$ cat src/rtl/mc_ctrl_pkg.sv
// Shared encodings for the multicycle main controller: states, opcodes,
// ALUop values (shared with the ALU control decoder) and mux selects.
package mc_ctrl_pkg;

    typedef enum logic [3:0] {
        S_FETCH  = 4'd0,
        S_DECODE = 4'd1,
        S_MEMADR = 4'd2,
        S_MEMRD  = 4'd3,
        S_MEMWB  = 4'd4,
        S_MEMWR  = 4'd5,
        S_RTEXEC = 4'd6,
        S_RTWB   = 4'd7,
        S_BRANCH = 4'd8,
        S_JUMP   = 4'd9,
        S_IEXEC  = 4'd10,
        S_IWB    = 4'd11,
        S_TRAP   = 4'd12
    } state_t;

    localparam logic [5:0] OP_RTYPE = 6'h00;
    localparam logic [5:0] OP_J     = 6'h02;
    localparam logic [5:0] OP_BEQ   = 6'h04;
    localparam logic [5:0] OP_BNE   = 6'h05;
    localparam logic [5:0] OP_ADDI  = 6'h08;
    localparam logic [5:0] OP_SLTI  = 6'h0A;
    localparam logic [5:0] OP_ANDI  = 6'h0C;
    localparam logic [5:0] OP_ORI   = 6'h0D;
    localparam logic [5:0] OP_LW    = 6'h23;
    localparam logic [5:0] OP_SW    = 6'h2B;

    localparam logic [4:0] ALUOP_ADD   = 5'd0;
    localparam logic [4:0] ALUOP_SUB   = 5'd1;
    localparam logic [4:0] ALUOP_RTYPE = 5'd2;
    localparam logic [4:0] ALUOP_AND   = 5'd3;
    localparam logic [4:0] ALUOP_OR    = 5'd4;
    localparam logic [4:0] ALUOP_SLT   = 5'd5;

    localparam logic [1:0] SRCB_REGB    = 2'b00;
    localparam logic [1:0] SRCB_FOUR    = 2'b01;
    localparam logic [1:0] SRCB_IMM     = 2'b10;
    localparam logic [1:0] SRCB_IMM_SH2 = 2'b11;

    localparam logic [1:0] PCSRC_ALU    = 2'b00;
    localparam logic [1:0] PCSRC_ALUOUT = 2'b01;
    localparam logic [1:0] PCSRC_JUMP   = 2'b10;
    localparam logic [1:0] PCSRC_EXC    = 2'b11;

    // States that wait on the memory handshake and run the timeout counter.
    function automatic logic is_mem_state(input state_t s);
        return (s == S_FETCH) || (s == S_MEMRD) || (s == S_MEMWR);
    endfunction

endpackage

$ cat src/rtl/mc_ctrl_outdec.sv
// Pure control-word decoder: current state, latched opcode, zero flag and
// mem_ready in, datapath/memory enables out. No state of its own.
module mc_ctrl_outdec
    import mc_ctrl_pkg::*;
(
    input  logic [3:0] state_i,
    input  logic [5:0] op_i,
    input  logic       z_i,
    input  logic       mem_ready_i,
    output logic [4:0] alu_op_o,
    output logic       pc_write_o,
    output logic       iord_o,
    output logic       mem_read_o,
    output logic       mem_write_o,
    output logic       ir_write_o,
    output logic       mem_to_reg_o,
    output logic       reg_dst_o,
    output logic       reg_write_o,
    output logic       alu_src_a_o,
    output logic [1:0] alu_src_b_o,
    output logic [1:0] pc_source_o
);

    // Control word per state; everything idles at zero unless the state drives it.
    always_comb begin
        alu_op_o     = ALUOP_ADD;
        pc_write_o   = 1'b0;
        iord_o       = 1'b0;
        mem_read_o   = 1'b0;
        mem_write_o  = 1'b0;
        ir_write_o   = 1'b0;
        mem_to_reg_o = 1'b0;
        reg_dst_o    = 1'b0;
        reg_write_o  = 1'b0;
        alu_src_a_o  = 1'b0;
        alu_src_b_o  = SRCB_REGB;
        pc_source_o  = PCSRC_ALU;
        case (state_i)
            S_FETCH: begin
                mem_read_o  = 1'b1;
                alu_src_b_o = SRCB_FOUR;
                if (mem_ready_i) begin
                    ir_write_o = 1'b1;
                    pc_write_o = 1'b1;
                end else begin
                    ir_write_o = 1'b0;
                    pc_write_o = 1'b0;
                end
            end
            S_DECODE: alu_src_b_o = SRCB_IMM_SH2;
            S_MEMADR: begin
                alu_src_a_o = 1'b1;
                alu_src_b_o = SRCB_IMM;
            end
            S_MEMRD: begin
                mem_read_o = 1'b1;
                iord_o     = 1'b1;
            end
            S_MEMWB: begin
                reg_write_o  = 1'b1;
                mem_to_reg_o = 1'b1;
            end
            S_MEMWR: begin
                mem_write_o = 1'b1;
                iord_o      = 1'b1;
            end
            S_RTEXEC: begin
                alu_src_a_o = 1'b1;
                alu_op_o    = ALUOP_RTYPE;
            end
            S_RTWB: begin
                reg_write_o = 1'b1;
                reg_dst_o   = 1'b1;
            end
            S_BRANCH: begin
                alu_src_a_o = 1'b1;
                alu_op_o    = ALUOP_SUB;
                pc_source_o = PCSRC_ALUOUT;
                if (op_i == OP_BEQ) begin
                    pc_write_o = z_i;
                end else if (op_i == OP_BNE) begin
                    pc_write_o = ~z_i;
                end else begin
                    pc_write_o = 1'b0;
                end
            end
            S_JUMP: begin
                pc_write_o  = 1'b1;
                pc_source_o = PCSRC_JUMP;
            end
            S_IEXEC: begin
                alu_src_a_o = 1'b1;
                alu_src_b_o = SRCB_IMM;
                case (op_i)
                    OP_ANDI: alu_op_o = ALUOP_AND;
                    OP_ORI:  alu_op_o = ALUOP_OR;
                    OP_SLTI: alu_op_o = ALUOP_SLT;
                    default: alu_op_o = ALUOP_ADD;
                endcase
            end
            S_IWB:   reg_write_o = 1'b1;
            S_TRAP: begin
                pc_write_o  = 1'b1;
                pc_source_o = PCSRC_EXC;
            end
            default: alu_op_o = ALUOP_ADD;
        endcase
    end

endmodule

$ cat src/rtl/mc_main_ctrl.sv
// Multicycle MIPS-style main control FSM with memory-ready timeout.
// Build option: MC_ILLEGAL_TRAP_EN traps unknown opcodes instead of treating them as NOPs.
module mc_main_ctrl
    import mc_ctrl_pkg::*;
#(
    parameter int STATE_W      = 4,
    parameter int MEM_WAIT_MAX = 15
)
(
    input  logic               clk,
    input  logic               rst_n,
    input  logic [5:0]         opcode,
    input  logic               z,
    input  logic               mem_ready,
    output logic [4:0]         ALUop,
    output logic               pc_write,
    output logic               IorD,
    output logic               mem_read,
    output logic               mem_write,
    output logic               ir_write,
    output logic               mem_to_reg,
    output logic               reg_dst,
    output logic               reg_write,
    output logic               alu_src_a,
    output logic [1:0]         alu_src_b,
    output logic [1:0]         pc_source,
    output logic               fault,
    output logic [STATE_W-1:0] state_dbg
);

    localparam int WAIT_W = (MEM_WAIT_MAX < 2) ? 1 : $clog2(MEM_WAIT_MAX + 1);
    localparam logic [WAIT_W-1:0] WAIT_LAST = WAIT_W'(MEM_WAIT_MAX - 1);
    localparam logic [WAIT_W-1:0] WAIT_ONE  = WAIT_W'(1);

    state_t            state_q, state_d;
    logic [WAIT_W-1:0] wait_q, wait_d;
    logic              fault_q, fault_d;
    logic [5:0]        op_q, op_d;

    logic [4:0] alu_op_s;
    logic       pc_write_s, iord_s, mem_read_s, mem_write_s, ir_write_s;
    logic       mem_to_reg_s, reg_dst_s, reg_write_s, alu_src_a_s;
    logic [1:0] alu_src_b_s, pc_source_s;

    // Next-state, opcode latch and memory-wait supervision.
    always_comb begin
        state_d = state_q;
        fault_d = fault_q;
        op_d    = op_q;
        wait_d  = {WAIT_W{1'b0}};
        case (state_q)
            S_FETCH:  state_d = mem_ready ? S_DECODE : S_FETCH;
            S_DECODE: begin
                op_d = opcode;
                case (opcode)
                    OP_RTYPE:                         state_d = S_RTEXEC;
                    OP_LW, OP_SW:                     state_d = S_MEMADR;
                    OP_BEQ, OP_BNE:                   state_d = S_BRANCH;
                    OP_J:                             state_d = S_JUMP;
                    OP_ADDI, OP_ANDI, OP_ORI, OP_SLTI: state_d = S_IEXEC;
                    default: begin
`ifdef MC_ILLEGAL_TRAP_EN
                        state_d = S_TRAP;
                        fault_d = 1'b1;
`else
                        state_d = S_FETCH;
`endif
                    end
                endcase
            end
            S_MEMADR: state_d = (op_q == OP_LW) ? S_MEMRD : S_MEMWR;
            S_MEMRD:  state_d = mem_ready ? S_MEMWB : S_MEMRD;
            S_MEMWB:  state_d = S_FETCH;
            S_MEMWR:  state_d = mem_ready ? S_FETCH : S_MEMWR;
            S_RTEXEC: state_d = S_RTWB;
            S_RTWB:   state_d = S_FETCH;
            S_BRANCH: state_d = S_FETCH;
            S_JUMP:   state_d = S_FETCH;
            S_IEXEC:  state_d = S_IWB;
            S_IWB:    state_d = S_FETCH;
            S_TRAP:   state_d = S_FETCH;
            default:  state_d = S_FETCH;
        endcase

        // A ready on the last permitted cycle still wins; only a miss there traps.
        if (is_mem_state(state_q) && !mem_ready) begin
            if (wait_q == WAIT_LAST) begin
                state_d = S_TRAP;
                fault_d = 1'b1;
                wait_d  = {WAIT_W{1'b0}};
            end else begin
                wait_d  = wait_q + WAIT_ONE;
            end
        end else begin
            wait_d = {WAIT_W{1'b0}};
        end
    end

    // State, wait counter, sticky fault and latched opcode.
    always_ff @(posedge clk or negedge rst_n) begin
        if (!rst_n) begin
            state_q <= S_FETCH;
            wait_q  <= {WAIT_W{1'b0}};
            fault_q <= 1'b0;
            op_q    <= 6'h00;
        end else begin
            state_q <= state_d;
            wait_q  <= wait_d;
            fault_q <= fault_d;
            op_q    <= op_d;
        end
    end

    mc_ctrl_outdec u_outdec (
        .state_i      (state_q),
        .op_i         (op_q),
        .z_i          (z),
        .mem_ready_i  (mem_ready),
        .alu_op_o     (alu_op_s),
        .pc_write_o   (pc_write_s),
        .iord_o       (iord_s),
        .mem_read_o   (mem_read_s),
        .mem_write_o  (mem_write_s),
        .ir_write_o   (ir_write_s),
        .mem_to_reg_o (mem_to_reg_s),
        .reg_dst_o    (reg_dst_s),
        .reg_write_o  (reg_write_s),
        .alu_src_a_o  (alu_src_a_s),
        .alu_src_b_o  (alu_src_b_s),
        .pc_source_o  (pc_source_s)
    );

    // Hold every control line low while reset is asserted, even though FETCH drives some.
    assign ALUop      = rst_n ? alu_op_s     : 5'd0;
    assign pc_write   = rst_n ? pc_write_s   : 1'b0;
    assign IorD       = rst_n ? iord_s       : 1'b0;
    assign mem_read   = rst_n ? mem_read_s   : 1'b0;
    assign mem_write  = rst_n ? mem_write_s  : 1'b0;
    assign ir_write   = rst_n ? ir_write_s   : 1'b0;
    assign mem_to_reg = rst_n ? mem_to_reg_s : 1'b0;
    assign reg_dst    = rst_n ? reg_dst_s    : 1'b0;
    assign reg_write  = rst_n ? reg_write_s  : 1'b0;
    assign alu_src_a  = rst_n ? alu_src_a_s  : 1'b0;
    assign alu_src_b  = rst_n ? alu_src_b_s  : 2'b00;
    assign pc_source  = rst_n ? pc_source_s  : 2'b00;
    assign fault      = rst_n ? fault_q      : 1'b0;
    assign state_dbg  = STATE_W'(state_q);

endmodule

$ cat config.mk
export PLATFORM = sky130hd
export DESIGN_NAME = mc_main_ctrl
export DESIGN_NICKNAME = d
export VERILOG_FILES = /design/src/rtl/mc_ctrl_pkg.sv /design/src/rtl/mc_ctrl_outdec.sv /design/src/rtl/mc_main_ctrl.sv
export SDC_FILE = /design/constraint.sdc
export NUM_CORES = 1
export LEC_CHECK = 0
export ABC_AREA = 1
export CAP_MARGIN = 20
export CELL_PAD_IN_SITES_DETAIL_PLACEMENT = 0
export CELL_PAD_IN_SITES_GLOBAL_PLACEMENT = 1
export CORE_AREA = 2 2 62 64
export CTS_BUF_LIST = sky130_fd_sc_hd__clkbuf_16
export DETAILED_ROUTE_END_ITERATION = 12
export DIE_AREA = 0 0 64 66
export PLACE_DENSITY_LB_ADDON = 0.08
export SETUP_SLACK_MARGIN = 0.2
export SLEW_MARGIN = 15
export SYNTH_ARGS = -nofsm -noshare
export SYNTH_HDL_FRONTEND = slang
export SYNTH_SLANG_ARGS = --single-unit
$ cat constraint.sdc
create_clock -name clk -period 2 [get_ports clk]
set_input_delay 0.4 -clock clk [delete_from_list [all_inputs] [get_ports clk]]
set_output_delay 0.4 -clock clk [all_outputs]
set_load 0.05 [all_outputs]
==> impl_metrics.yaml, run 1 <==
outcome:
  status: "complete, but fails checks"
  violations: "setup timing"
sta:
  whs_ns: 0.283
  max_freq_ghz: 0.493
  setup_viol: 1
  setup_slack_ns: -0.0278
  post-route-min-period_ns: 2.03
  skew_ns: 0.00641
  fin_crit_sh_pct: 101
  hold_viol_final: 0
  rsz0062_at_grt: "yes"
  drv_slew: 0
synthesis:
  yosysSeqAreaShare_pct: 31.5
  synth_top_area_share_pct: 31.5
  synthFlopType: "dfrtp_1"
  synth_warnings: 0
  syn_area_mm2: 0.00119
  yosysUniqueCellTypes: 29
  synth_area_leaders: "dfrtp_1, nand2_1, nor2_1, inv_1, nor2_2"
  yosysTopAreaCell: "dfrtp_1"
  ys_seq_elements: 15
  synth-async-reset-ratio_pct: 100
  netlist_instances: 180
  synth_edf_count: 0
  syn_avg_cell_area_um2: 6.62
placed_design:
  placed_cells: 262
  gp_congestion: 0.858
  dpl.hpwl_um: 2680
  portBuffers: 30
  dp_slack_ns: -0.120
power_and_ir_drop:
  power_density_mw_per_mm2: 985
  clockPowerShare_pct: 17.0
  p_seq_share_pct: 24.6
  p_int_w: 0.00120
  peakVddDrop_uv: 491
  switchingPower_w: 0.00102
  total_power_w: 0.00223
  p_leak_nw: 1.06
  p_sw_share_pct: 45.9
  p_comb_share_pct: 58.4
floorplan:
  die_x_um: 64
  io_pins: 33
  die-area_mm2: 0.00422
  initial_core_util_pct: 33.6
  rows: 22
  die-height_um: 66
  coreArea_mm2: 0.00355
detailed_routing:
  wire_per_inst_um: 12.3
  vias_per_cell: 4.65
  drt_first_iter_violations: 58
  wl_met3_um: 107
  ant_nets: 0
  drc: 0
  wl_um: 3430
  vias: 1302
  drt-pass1-iter-count: 4
  routed.top_layer: "met4"
  route.met2.wl_um: 1810
  wl_met1_um: 1470
global_routing:
  grt_max_degree: 16
  grt_pass1_vias: 1315
  grt_antenna_before_repair: 0
  overflow: 0
  grt_pass1_wl_um: 6040
  grt_usage_pct: 18.2
critical_path:
  criticalPathCategory: "reg -> out"
  crit_arrival_ns: 1.63
  reg2reg_from: "state_dbg[0]"
  critPathLaunchType: "flip-flop"
  path_cells: "nor2_4 -> buf_6 -> nand3_2 -> o21ai_2 -> nor2_2 -> a21oi_4 -> buf_12"
  worstPathRequired_ns: 1.60
  cpPeakStageDelay_ns: 0.52
  worst_setup_path_end_kind: "primary output"
  cpMaxStageDelayCell: "dfrtp_4"
  ff2ff_setup_slack_ns: 0.38
  crit_fanout: 5
  r2r-end: "state_dbg[1]"
  reg2regPathDepth: 10
cts:
  cts_max_level: 1
  cts_hold_buffers: 0
  root_buffer: "clkbuf_16"
  clk_latency_ns: 0.24
  clock-sinks: 15
  cts_inserted_buffers: 3
  clk_path_buf_depth: 2
  clkTransAtPathRegs_ns: 0.05
  cts_tree: "yes"
flow_run:
  cap_violations: 0
cells_and_area:
  seq_area_um2: 388
  drive_above_1_share_pct: 51.3
  syn_to_final_growth_pct: 89.7
  multi_input_area_um2: 963
  final_cells: 280
  layout.nets: 245
  diodes: 0
  final_util_pct: 63.7
  nFillCells: 308
min_path:
  hold_path_class: "in -> async"
[cells in the mapped netlist, types with 2 or more instances]
master and number:
nor2_2 11, buf_4 2, dfrtp_1 15, inv_1 22, nor2_4 2, nand2_2 8, nor2_1 24, nor3_1 3
nand3_1 11, nand4_1 5, ha_1 2, a21oi_1 6, inv_2 8, nand2_1 38, o21ai_0 4, o21ai_1 5
nand3_2 2
[layer usage]
layer	GRT usage (%)	up-vias
met5	0	-
met4	7.61	0
met3	1.53	4
met2	32.9	30
met1	22.0	599
li1	-	669
[power by group through the flow]
stage                     Combinational (W)  Clock, W  Sequential [W]
final                               0.00130  0.000380        0.000548
after detailed placement            0.00100         0        0.000531
after global placement             0.000989         0        0.000524
after CTS                           0.00121  0.000384        0.000544
after floorplan                    0.000634         0        0.000560
after global routing                0.00140  0.000399        0.000563
[logic make-up (layout without fill, tap and decap cells)]
logic type | count (synthesis) | after routing | share of synthesized area (%)
DFF | 15 | 15 | 31.5
adders and majority gates | 2 | 2 | 2.10
other | 1 | 2 | 0.314
buffers and inverters | 35 | 86 | 11.8
and+or+nand+nor | 107 | 107 | 44.7
xor gates and xnor gates | 2 | 2 | 1.47
AOI/OAI and AO/OA | 18 | 18 | 8.19
[worst max path at each step]
| stage | from | endpoint | slack [ns] | cells past startpoint |
|---|---|---|---|---|
| floorplan | state_dbg[1] | pc_write | 0.17 | 5 |
| global placement | rst_n | ALUop[2] | -0.04 | 6 |
| detailed placement | rst_n | ALUop[2] | -0.12 | 6 |
| CTS | state_dbg[2] | pc_write | 0.005 | 6 |
| global route | state_dbg[0] | pc_write | -0.09 | 7 |
| finish | state_dbg[0] | pc_write | -0.03 | 7 |
[registers in the layout, indices dropped and copies added (netlist names)]
name / cells
fault_q: 1
wait_q: 4
state_dbg: 4
op_q: 6
[worst max-delay path: cells and delay by family (launching register included)]
kind	cells	cell delay, ns
buffers and inverters	2	0.29
and+or+nand+nor	3	0.34
AOI/OAI and AO/OA	2	0.25
DFF	1	0.52
[final cells by class]
class	count	area share, %
flip-flops and latches	15	17.1
well taps	48	2.65
inverters	31	5.59
clock buffers	3	3.32
clock inverters	1	0.166
repair buffers	51	28.5
multi-input cells	131	42.6
[timing repair]
| item | in CTS | in global routing |
|---|---|---|
| endpoints found under the setup margin | 17 | 16 |
| endpoints found under the hold margin | 0 | 0 |
| gates resized for setup | 38 | 8 |
| pin swaps | 11 | 8 |
| setup buffers | 10 | 4 |
[placed cells by master (no fill, tap or decap), types with 2 or more instances in the layout]
master and count:
dfrtp_4 3, nand4_1 5, nand3_1 6, inv_4 4, a21oi_1 3, nand3_4 2
nand2_4 4, o21ai_0 2, a21oi_4 3, nor3_4 2, buf_12 18, buf_6 4
nand2_2 9, buf_4 20, nand3_2 5, ha_1 2, clkdlybuf4s50_1 8, dfrtp_1 11
nor2_1 12, conb_1 2, nor2_4 15, o21ai_1 5, clkbuf_16 3, inv_1 19
nor2_2 10, nand2_1 33, inv_2 8, o21ai_2 2
[stage by stage]
stage	setup TNS, ns	area [µm²]
floorplan	0	1340
global placement	-0.0518	1900
detailed placement	-0.261	1900
CTS	0	2200
global route	-0.298	2260
finish	-0.0278	2260
No activity file was read; power rests on OpenSTA's default activity.
==> run 2: changes to the inputs <==
- PLACE_DENSITY_LB_ADDON: 0.08 -> 0.1
==> run 2 against run 1 <==
Net effect: the run still ends with setup timing left; die area is the same; largest power group unchanged; clock power grew 1%; sequential share of layout area shrank 0.13 points; critical path type unchanged.
==> impl_metrics.yaml, run 2 (synthesis results as in run 1) <==
critical_path:
  cpMaxStageDelayCell: "dfrtp_4"
  cp_num_buf_inv: 5
  critPathTopFamily: "buffers and inverters"
  crit_fanout: 4
  criticalPathCategory: "reg -> out"
  worst_setup_path_end_kind: "primary output"
  crit_arrival_ns: 1.61
  path_cells: "buf_4 -> buf_4 -> nand2_4 -> inv_4 -> nand2_4 -> inv_4 -> nor2_4 -> nor2_4 -> buf_12"
  cpPeakStageDelay_ns: 0.51
  reg2reg_from: "state_dbg[0]"
  critPathLaunchType: "flip-flop"
  crit_path_start: "state_dbg[0]"
  worstPathRequired_ns: 1.60
sta:
  setup_viol: 2
  drv_slew: 0
  post-route-min-period_ns: 2.01
  setup_slack_ns: -0.00714
  fin_crit_sh_pct: 100
  skew_ns: 0.000757
  max_freq_ghz: 0.498
  rsz0062_at_grt: "yes"
  hold_viol_final: 0
power_and_ir_drop:
  p_leak_nw: 1.07
  total_power_w: 0.00222
  peakVddDrop_uv: 732
  power_density_mw_per_mm2: 974
cells_and_area:
  final_cell_mix: "nand2_1, buf_4, inv_1, buf_12, nor2_4"
  layout.cells.most_common: "nand2_1"
  top_register: "op_q"
  diodes: 0
  final_util_pct: 64.2
  largest_reg_flops: 6
  layout.nets: 249
  syn_to_final_growth_pct: 91.2
  drive_above_1_share_pct: 51.7
detailed_routing:
  drt-pass1-iter-count: 4
  ant_nets: 0
  vias_per_cell: 4.65
  drt_first_iter_violations: 44
  drc: 0
  vias: 1320
  wl_um: 3470
  wire_per_inst_um: 12.2
placed_design:
  dp_slack_ns: -0.0614
  gp_congestion: 0.813
  portBuffers: 30
  dpl.hpwl_um: 2610
cts:
  clk_latency_ns: 0.24
  clkTransAtPathRegs_ns: 0.05
  cts_inserted_buffers: 3
  cts_hold_buffers: 0
  cts_tree: "yes"
  root_buffer: "clkbuf_16"
  clock-sinks: 15
  cts_max_level: 1
  clk_path_buf_depth: 2
outcome:
  violations: "setup timing"
  status: "complete, but fails checks"
floorplan:
  io_pins: 33
  rows: 22
  die-area_mm2: 0.00422
  die_x_um: 64
  coreArea_mm2: 0.00355
  initial_core_util_pct: 33.6
  die-height_um: 66
global_routing:
  grt_pass1_wl_um: 6040
  overflow: 0
  grt_antenna_before_repair: 0
  grt_pass1_vias: 1358
  grt_max_degree: 16
  grt_usage_pct: 17.9
min_path:
  hold_path_class: "in -> async"
flow_run:
  cap_violations: 0
-- run 2: cell count changes in the layout (fill, tap and decap cells not counted), moves of 2 or more --
cell,delta
buf_4,+4
inv_2,-2
inv_4,+2
o21ai_1,+2
-- run 2: worst paths after layout --
path / end / slack [ns] / cells after the start
hold / removal: op_q[5] / 0.28 / 2
setup / recovery: IorD / -0.007 / 9
max in group asynchronous: state_dbg[3] / 1.38 / 3
min in group clk: fault_q / 0.46 / 2
setup reg to reg: state_dbg[1] / 0.30 / 11
hold reg to reg: fault_q / 0.46 / 2
-- run 2: stage by stage --
stage,std cells,instance area (µm²),hold WS [ns],TNS (ns)
final,284,2280,0.282,-0.00959
after global placement,261,1900,0.450,-0.0191
after CTS,275,2190,0.328,-0.0151
after detailed placement,261,1900,0.451,-0.128
after floorplan,181,1340,0.104,0
after global routing,284,2280,0.322,-0.376
-- run 2: layout make-up --
type | instances | area, µm²
multi-input cells | 131 | 945
clock buffers | 3 | 75.1
repair buffers | 55 | 676
well taps | 48 | 60.1
fillers | 286 | 1270
clock inverters | 1 | 5.00
inverters | 31 | 131
flip-flops and latches | 15 | 388
-- run 2: worst reg2reg max path, cell delays in order (launching register included) --
cell and delay (ns):
dfrtp_4 0.51, buf_4 0.15, buf_4 0.14, nand2_4 0.10
inv_4 0.05, nand2_4 0.08, buf_4 0.12, nor2_2 0.03
nor2_2 0.13, nand3_1 0.08, nor2_1 0.15, nor2_2 0.05
-- run 2: repair_timing --
item                                    4_1_cts  5_1_grt
pin swaps                                    11        7
endpoints found under the setup margin       17       16
buffers inserted                             10        9
gates resized for setup                      37        8
-- run 2: routing by layer --
metal | up-vias | part of all wire [%] | track usage, %
met5 | - | 0 | 0
met4 | 0 | 0.98 | 5.16
met3 | 4 | 4.2 | 3.41
met2 | 31 | 53 | 32.8
met1 | 611 | 42 | 21.0
li1 | 674 | - | -
-- run 2: power breakdown --
part	internal (W)	total [W]	switching [W]	leakage (nW)
registers	0.000407	0.000545	0.000139	0.184
logic	0.000535	0.00129	0.000756	0.846
clock network	0.000267	0.000384	0.000117	0.0409
total	0.00121	0.00222	0.00101	1.07
